$ cat src/rtl/button_debounce_leds.sv
// Multi-channel button synchroniser, debouncer and edge detector driving one LED per channel (direct or toggle).
// Optional `define LONG_PRESS_EN adds a per-channel hold counter and the long_pulse output.
module button_debounce_leds #(
  parameter int unsigned NUM_CH          = 2,
  parameter int unsigned DEBOUNCE_CYCLES = 270000,
  parameter int unsigned BTN_ACTIVE_LOW  = 1,
  parameter int unsigned LED_ACTIVE_LOW  = 1,
  parameter int unsigned LONG_CYCLES     = 27000000
) (
  input  logic              clk,
  input  logic              rst,
  input  logic [NUM_CH-1:0] btn_raw,
  input  logic [NUM_CH-1:0] mode,
  output logic [NUM_CH-1:0] btn_level,
  output logic [NUM_CH-1:0] press_pulse,
  output logic [NUM_CH-1:0] release_pulse,
`ifdef LONG_PRESS_EN
  output logic [NUM_CH-1:0] long_pulse,
`endif
  output logic [NUM_CH-1:0] led
);

  localparam int unsigned CW       = $clog2(DEBOUNCE_CYCLES);
  localparam logic [CW-1:0] CNT_LAST = CW'(DEBOUNCE_CYCLES - 1);
  localparam logic        REL_PIN  = (BTN_ACTIVE_LOW != 0);
  localparam logic        LED_OFF  = (LED_ACTIVE_LOW != 0);

  if (NUM_CH < 1 || DEBOUNCE_CYCLES < 2 || LONG_CYCLES < 1) begin : g_param_check
    $error("button_debounce_leds: illegal parameter value");
  end

  logic [NUM_CH-1:0] sync1, sync2, sample;
  logic [NUM_CH-1:0] latch, level_d, press_d, release_d, latch_d, led_d;
  logic [CW-1:0]     cnt   [NUM_CH];
  logic [CW-1:0]     cnt_d [NUM_CH];

  // Two-flop synchroniser; resets to the released pin level so no edge is seen on release of rst
  always_ff @(posedge clk or posedge rst) begin
    if (rst) begin
      sync1 <= {NUM_CH{REL_PIN}};
      sync2 <= {NUM_CH{REL_PIN}};
    end else begin
      sync1 <= btn_raw;
      sync2 <= sync1;
    end
  end

  assign sample = (BTN_ACTIVE_LOW != 0) ? ~sync2 : sync2;

  // Debounce, edge detection, toggle latch and LED selection
  always_comb begin
    level_d   = btn_level;
    press_d   = '0;
    release_d = '0;
    led_d     = '0;
    for (int unsigned ch = 0; ch < NUM_CH; ch++) begin
      cnt_d[ch] = cnt[ch];
      if (sample[ch] == btn_level[ch]) begin
        cnt_d[ch] = '0;
      end else if (cnt[ch] == CNT_LAST) begin
        cnt_d[ch]     = '0;
        level_d[ch]   = sample[ch];
        press_d[ch]   = sample[ch];
        release_d[ch] = ~sample[ch];
      end else begin
        cnt_d[ch] = CW'(cnt[ch] + 1'b1);
      end
      led_d[ch] = (mode[ch] ? latch[ch] : btn_level[ch]) ^ LED_OFF;
    end
    latch_d = latch ^ press_d;
  end

  always_ff @(posedge clk or posedge rst) begin
    if (rst) begin
      for (int unsigned ch = 0; ch < NUM_CH; ch++) cnt[ch] <= '0;
      btn_level     <= '0;
      press_pulse   <= '0;
      release_pulse <= '0;
      latch         <= '0;
      led           <= {NUM_CH{LED_OFF}};
    end else begin
      for (int unsigned ch = 0; ch < NUM_CH; ch++) cnt[ch] <= cnt_d[ch];
      btn_level     <= level_d;
      press_pulse   <= press_d;
      release_pulse <= release_d;
      latch         <= latch_d;
      led           <= led_d;
    end
  end

`ifdef LONG_PRESS_EN
  localparam int unsigned HW        = $clog2(LONG_CYCLES + 1);
  localparam logic [HW-1:0] HOLD_MAX  = HW'(LONG_CYCLES);
  localparam logic [HW-1:0] HOLD_LAST = HW'(LONG_CYCLES - 1);

  logic [HW-1:0]     hold   [NUM_CH];
  logic [HW-1:0]     hold_d [NUM_CH];
  logic [NUM_CH-1:0] long_d;

  // Hold counter saturates so the long pulse fires once per press; a simultaneous release suppresses it
  always_comb begin
    long_d = '0;
    for (int unsigned ch = 0; ch < NUM_CH; ch++) begin
      hold_d[ch] = '0;
      if (btn_level[ch]) begin
        hold_d[ch] = (hold[ch] == HOLD_MAX) ? hold[ch] : HW'(hold[ch] + 1'b1);
        long_d[ch] = (hold[ch] == HOLD_LAST) && !release_d[ch];
      end
    end
  end

  always_ff @(posedge clk or posedge rst) begin
    if (rst) begin
      for (int unsigned ch = 0; ch < NUM_CH; ch++) hold[ch] <= '0;
      long_pulse <= '0;
    end else begin
      for (int unsigned ch = 0; ch < NUM_CH; ch++) hold[ch] <= hold_d[ch];
      long_pulse <= long_d;
    end
  end
`endif

endmodule

$ cat config.mk
export PLATFORM = sky130hd
export DESIGN_NAME = button_debounce_leds
export DESIGN_NICKNAME = d
export VERILOG_FILES = /design/src/rtl/button_debounce_leds.sv
export SDC_FILE = /design/constraint.sdc
export NUM_CORES = 1
export LEC_CHECK = 0
export ABC_AREA = 1
export BUFFER_PORTS_ARGS = -buffer_cell sky130_fd_sc_hd__buf_2
export CAP_MARGIN = 20
export CORE_MARGIN = 5
export CORE_UTILIZATION = 45
export DETAILED_ROUTE_END_ITERATION = 10
export HOLD_SLACK_MARGIN = 0.12
export SETUP_SLACK_MARGIN = 0.5
export SLEW_MARGIN = 10
export SYNTH_ARGS = -nofsm -noshare
export SYNTH_HDL_FRONTEND = slang
export SYNTH_SLANG_ARGS = --single-unit
$ cat constraint.sdc
create_clock -name clk -period 2.85 [get_ports clk]
set_input_delay 0.1425 -clock clk [delete_from_list [all_inputs] [get_ports clk]]
set_output_delay 0.1425 -clock clk [all_outputs]
set_load 0.02 [all_outputs]
### Word-level counts from Yosys, hierarchy flattened

Index checks and enable logic that the tools add are counted.

| word-level totals | value |
|---|---|
| flip-flop bits (word level) | 52 |
| word-level logic and storage cells | 40 |

| operators by class | value |
|---|---|
| add/subtract/negate cells | 2 |
| equal/unequal tests | 4 |
| muxes and demuxes | 14 |
| bitwise logic cells | 8 |
| reductions and logical operators | 2 |

Operator list:

| operator | number |
|---|---|
| $mux W19 | 4 |
| $add A19 B1 Y19 const B | 2 |
| $eq A19 B19 Y1 const B | 2 |
| $mux W1 | 10 |
| $not A1 Y1 | 6 |
| $reduce_and A2 Y1 | 2 |
| $eq A1 B1 Y1 | 2 |
| $not A2 Y2 | 1 |
| $xor A2 B2 Y2 | 1 |

### Longest topological paths before layout

Gate-level depths: netlist (run 1).

| depth | value |
|---|---|
| word-level depth | 4 |
| mapped depth | 8 |
| gate-level depth less buffers | 8 |

### Worst setup path before layout (run 1)

OpenSTA, ideal clock, no wires.

| timing | value |
|---|---|
| path kind | register to register |
| start | register cnt[0] in the netlist's numbering |
| end | register cnt[11] in the netlist's numbering |
| arrival time | 1.286 ns |
| data required time | 2.781 ns |
| setup slack | 1.495 ns |
| cell stages (with the launch flop) | 9 |
| cell sequence | dfrtp_1 -> ha_1 -> nand3_2 -> clkinv_2 -> nand3_4 -> nor2_4 -> nor2_4 -> inv_8 -> nor2_2 |

RTL lines:

| what | line | source |
|---|---|---|
| from (decl) | 34 | `logic [CW-1:0] cnt [NUM_CH];` |

==> results of run 1 <==
-- how the worst max path moves through the flow --
| stage | to | slack [ns] | cells past startpoint |
|---|---|---|---|
| 4_1_cts | cnt[7] | 1.35 | 8 |
| 5_1_grt | cnt[3] | 1.23 | 8 |
| 6_report | cnt[7] | 1.36 | 8 |
| 2_1_floorplan | btn_level[0] | 1.46 | 1 |
| 3_3_place_gp | cnt[30] | 1.42 | 8 |
| 3_5_place_dp | cnt[7] | 1.37 | 8 |
-- metrics by stage --
step	hold slack, ns	std cells	setup slack, ns
floorplan	0.147	324	1.46
global placement	0.249	412	1.42
detailed placement	0.250	412	1.37
CTS	0.134	424	1.35
global route	0.371	426	1.23
finish	0.364	426	1.36
-- power by group through the flow --
stage / combinational, uW / sequential (uW) / clock, uW
5_1_grt: 75.4 / 763 / 550
6_report: 66.2 / 761 / 500
3_3_place_gp: 58.8 / 775 / 0
4_1_cts: 64.3 / 762 / 518
3_5_place_dp: 59.8 / 776 / 0
2_1_floorplan: 41.6 / 776 / 0
-- kinds of logic (layout without fill, tap and decap cells) --
family | after synthesis | count (layout) | share of synthesized area, %
and+or+nand+nor | 194 | 194 | 35.2
DFF | 52 | 52 | 48.0
buffers and inverters | 40 | 67 | 6.06
xor gates and xnor gates | 19 | 19 | 6.11
AOI/OAI and AO/OA | 17 | 17 | 3.67
adders and majority gates | 2 | 2 | 0.918
-- critical path: stages (launching register included) --
cell and delay, ns:
dfrtp_1 0.43, ha_1 0.22, nand3_2 0.13, clkinv_2 0.12
nand3_4 0.10, nor2_4 0.15, nor2_4 0.07, inv_8 0.12
nor2_1 0.05
-- flip-flops by register name, summed over array words and instances, names as in the netlist --
| name | cells |
|---|---|
| led | 2 |
| sync1 | 2 |
| release_pulse | 2 |
| latch | 2 |
| sync2 | 2 |
| cnt | 38 |
| btn_level | 2 |
| press_pulse | 2 |
-- area by class of cell --
class | instances | area [sq um]
multi-input cells | 232 | 1250
clock inverters | 3 | 42.5
repair buffers | 19 | 135
inverters | 40 | 165
fillers | 578 | 2860
flip-flops and latches | 52 | 1310
well taps | 75 | 93.8
clock buffers | 5 | 68.8
-- metal layers --
layer / global-route usage, % / vias to the layer above / wire length [um]
li1: - / 1056 / -
met5: 0 / - / 0
met1: 19.9 / 901 / 2530
met4: 3.77 / 0 / 55
met2: 22.9 / 26 / 2250
met3: 2.92 / 5 / 169
-- layout by cell type (no fill, tap or decap), drive strengths merged --
| cell type | n |
|---|---|
| dfstp | 6 |
| nand3b | 1 |
| o21bai | 2 |
| xor2 | 14 |
| dlygate4sd3 | 5 |
| xnor2 | 5 |
| a211oi | 1 |
| nor3b | 1 |
| clkinv | 3 |
| o31ai | 2 |
| nand4 | 4 |
| clkinvlp | 1 |
| nor2 | 81 |
| nand2 | 77 |
| inv | 38 |
| ha | 2 |
| a21oi | 4 |
| clkbuf | 5 |
| bufinv | 1 |
| nand3 | 25 |
| o21ai | 7 |
| nor3 | 5 |
| a21o | 1 |
| buf | 14 |
| dfrtp | 46 |
==> flow_summary.toml, run 1 <==
[yosys]
synth_area_sq_um = 2730
yosysWarnings = 0
synth-edff-count = 0
ys_seq_area_share_pct = 48.0
synth_commonest_cells = "nand2_1, nor2_1, dfrtp_1, inv_1, nor2_2"
synth_top_area_share_pct = 42.2
ys_seq_elements = 52
synthCells = 324
yosysTopAreaCell = "dfrtp_1"
ys_top_cells_by_area = "dfrtp_1, nand2_1, nor2_1"
avgSynthCellArea_sq_um = 8.41
synthDistinctLibCells = 29
yosysMostFrequentCell = "nand2_1"
async_flop_share_pct = 100
synth_flop_cell = "dfrtp_1"
syn_nets = 332

[route]
drt-total-wl_mm = 5.01
drt_iter0_drc = 96
vias_per_cell = 4.67
ant_nets = 0
post_drt_wl_per_cell_um = 11.8
vias = 1988
drc = 0
drt_first_pass_iters = 4

[floorplanning]
die-area_sq_um = 7710
coreArea_sq_um = 5920
die_h_um = 87.8
start_util_pct = 46.0
io_pins = 14
num_rows = 28
die_width_um = 87.8

[power]
switching_power_uw = 292
pwr-share-seq_pct = 57.4
p_sw_share_pct = 22.0
p_int_uw = 1040
fin_total_pwr_uw = 1330
clock_power_share_pct = 37.6
ir_drop_mv = 0.220
p_leak_uw = 0.00133
combinationalPowerShare_pct = 5.0
p_per_area_nw_per_um2 = 433

[grt]
gr-total-overflow = 0
antenna_found_initial = 0
grt_max_degree = 53
grt_pass1_vias = 1989
grt_pass1_wl_mm = 8.82
grt_use_total_pct = 14.3

[min_path]
min_to = "sync2[1]"
hp-start = "sync1[1]"
hold_class = "flop to flop"
hold_depth = 0

[run]
maxCapViolCount = 0

[critical_path]
timing.reg2reg.worst_path_depth = 8
cp.required_ns = 3.04
critical_path_arrival_ns = 1.68
r2r_end = "cnt[7]"
timing.rr.start = "cnt[0]"
crit_path_max_fanout = 10
end_kind = "flop"
crit_path_start_kind = "flop"
timing.reg2reg.setup_slack_ns = 1.36
critPathKind = "flop to flop"
crit_start = "cnt[0]"

[clock_network]
cts_tree = "done"
post_cts_buffers = 0
cts_resized = 0
cts_hold_buf = 4
clkSlewWorstSetupHoldPaths_ns = 0.09
clockBufferDepth = 2
htreeDepth = 2
clock_latency_ns = 0.30
cts.sinks = 52
cts-root-buf = "clkbuf_8"
numCtsBuffers = 5

[sta]
finClkSkew_ns = 0.0103
setup-tns-final_ns = 0
max_freq_mhz = 671
tightestPinTransition_ns = 0.464
rsz0062_at_grt = "false"
finalSetupViolations = 0
slew_viol_final = 0
period_share_pct = 52.3
final.min_clock_period_ns = 1.49
timing.slew.headroom_pct = 69.0
hold_viol = 0

[final_layout]
final_area_sq_um = 3070
antenna_cells = 0
drive_above_1_share_pct = 20.5
fin_util_pct = 51.8
layout.nets = 358
syn_to_final_growth_pct = 12.5

[placed_design]
dpl.hpwl_mm = 3.76
port_buffers = 13
postPlaceCellArea_sq_um = 2880
gp_congestion = 0.861

[status]
outcome = "completed"
No activity file was read; power rests on OpenSTA's default activity.
==> inputs of run 2 (changes only) <==
==> constraint.sdc (replaced) <==
create_clock -name clk -period 1.55 [get_ports clk]
set_input_delay 0.0775 -clock clk [delete_from_list [all_inputs] [get_ports clk]]
set_output_delay 0.0775 -clock clk [all_outputs]
set_load 0.02 [all_outputs]
==> run 2 against run 1 <==
Compared with the run above:
- global-route usage rose by 2.6 points
- total power up 94%
- clock power increased by 97%
- core utilization increased by 11 points
- count of clock-buffer cells in the layout up 1
- clock skew shrank 0.0044 ns
- non-clock buffer count grew 36
- final area up 22%
- die area did not move
- critical endpoint is now cnt[9]
- largest power group unchanged
==> flow_summary.toml, run 2 (synthesized netlist as in run 1, its figures left out) <==
[status]
outcome = "completed"

[final_layout]
drive_above_1_share_pct = 43.8
num-fill-cells = 483
antenna_cells = 0
multi_input_area_sq_um = 1560
top_register = "cnt"
layout.nets = 395
layout_common_cells = "nand2_1, dfrtp_1, nor2_1"
syn_to_final_growth_pct = 37.5
final_common_cell = "nand2_1"
regArea_sq_um = 1320
largest_register_ffs = 38

[critical_path]
r2r_end = "cnt[9]"
crit_path_max_fanout = 10
critical_path_arrival_ns = 1.65
cp-endpoint = "cnt[9]"
crit_start = "cnt[1]"
timing.rr.start = "cnt[1]"
crit_path_start_kind = "flop"
timing.reg2reg.worst_path_depth = 8
critPathKind = "flop to flop"
cp.required_ns = 1.80
timing.reg2reg.setup_slack_ns = 0.15
end_kind = "flop"

[floorplanning]
die-area_sq_um = 7710
coreArea_sq_um = 5920
num_rows = 28
io_pins = 14
start_util_pct = 46.0
die_h_um = 87.8
die_width_um = 87.8

[route]
drt_iter0_drc = 88
post_drt_wl_per_cell_um = 13.8
drc = 0
ant_nets = 0
drt_first_pass_iters = 4
vias_per_cell = 5.00
vias = 2316
drt-total-wl_mm = 6.39

[sta]
final.min_clock_period_ns = 1.40
period_share_pct = 90.6
finalSetupViolations = 0
slew_viol_final = 0
hold_viol = 0
rsz0062_at_grt = "true"
setup-tns-final_ns = 0
finClkSkew_ns = 0.00589
tightestPinTransition_ns = 0.333
max_freq_mhz = 712
timing.slew.headroom_pct = 77.7

[grt]
gr-total-overflow = 0
grt_max_degree = 53
met1_usage_pct = 17.6
top_usage_layer = "met2"
grt_pass1_wl_mm = 10.2
grt_use_total_pct = 17.0
use_met2_pct = 31.7
gr-usage-met3_pct = 3.95
grt_pass1_vias = 2361
antenna_found_initial = 0

[power]
combinationalPowerShare_pct = 7.2
clock_power_share_pct = 38.2
switching_power_uw = 586
p_per_area_nw_per_um2 = 688
p_sw_share_pct = 22.7
p_int_uw = 1990
p_leak_uw = 0.00163
pwr-share-seq_pct = 54.5
fin_total_pwr_uw = 2580
ir_drop_mv = 0.519

[clock_network]
clock_latency_ns = 0.31
clkSlewWorstSetupHoldPaths_ns = 0.10
numCtsBuffers = 5
cts-root-buf = "clkbuf_8"
htreeDepth = 2
cts_tree = "done"
cts.sinks = 52
clockBufferDepth = 2

[placed_design]
port_buffers = 13
gp_congestion = 0.861
dpl.hpwl_mm = 3.96

[min_path]
hold_class = "flop to flop"

[run]
maxCapViolCount = 0
[run 2: worst min-delay path by stage]
stage,slack (ns),cells after the start,startpoint,end
after floorplan,0.08,0,btn_raw[0],sync1[0]
after global placement,0.17,3,rst,cnt[16]
after detailed placement,0.17,3,rst,latch[1]
after CTS,0.36,0,sync1[0],sync2[0]
after global routing,0.37,0,sync1[1],sync2[1]
final,0.36,0,sync1[0],sync2[0]
[run 2: final cells by class]
class	instances	area share, %
inverters	40	4.78
flip-flops and latches	52	35.3
clock buffers	6	2.20
well taps	75	2.51
clock inverters	2	1.04
repair buffers	55	12.3
multi-input cells	232	41.7
repair inverters	1	0.301
[run 2: what timing repair did]
item | CTS | global route
gates cloned | 1 | 0
endpoints found under the setup margin | 47 | 49
hold buffers | 5 | 0
pin swaps | 19 | 23
buffers inserted | 20 | 13
hold endpoints to repair | 56 | 0
resized for setup | 41 | 53
[run 2: metrics by stage]
step                      area, sq um  setup WS [ns]  utilization [%]  cells  hold slack [ns]
after global routing             3750         0.0281             63.3    463            0.369
final                            3750          0.145             63.3    463            0.361
after global placement           2990          0.169             50.6    416            0.168
after floorplan                  2790          0.236                -    324           0.0820
after detailed placement         2990          0.119             50.6    416            0.168
after CTS                        3460          0.195             58.4    450            0.363
[run 2: power by group through the flow]
stage	registers [uW]	logic [uW]	clock network (uW)
after floorplan	1430	82.5	0
after global placement	1430	125	0
after detailed placement	1430	126	0
after CTS	1400	179	1010
after global routing	1410	207	1070
final	1410	187	985
[run 2: worst max-delay path: stages, from the launching register on]
cell and delay, ns:
dfrtp_1 0.43, ha_4 0.19, nand3_4 0.11, clkinv_4 0.10, nand3_4 0.11, nor2_4 0.05, nor2_4 0.15, inv_8 0.08
nor2_2 0.11
[run 2: routing by layer]
| metal | routed length, um | vias to the layer above |
|---|---|---|
| li1 | - | 1139 |
| met1 | 2430 | 1117 |
| met2 | 3570 | 45 |
| met3 | 233 | 15 |
| met4 | 152 | 0 |
| met5 | 0 | - |
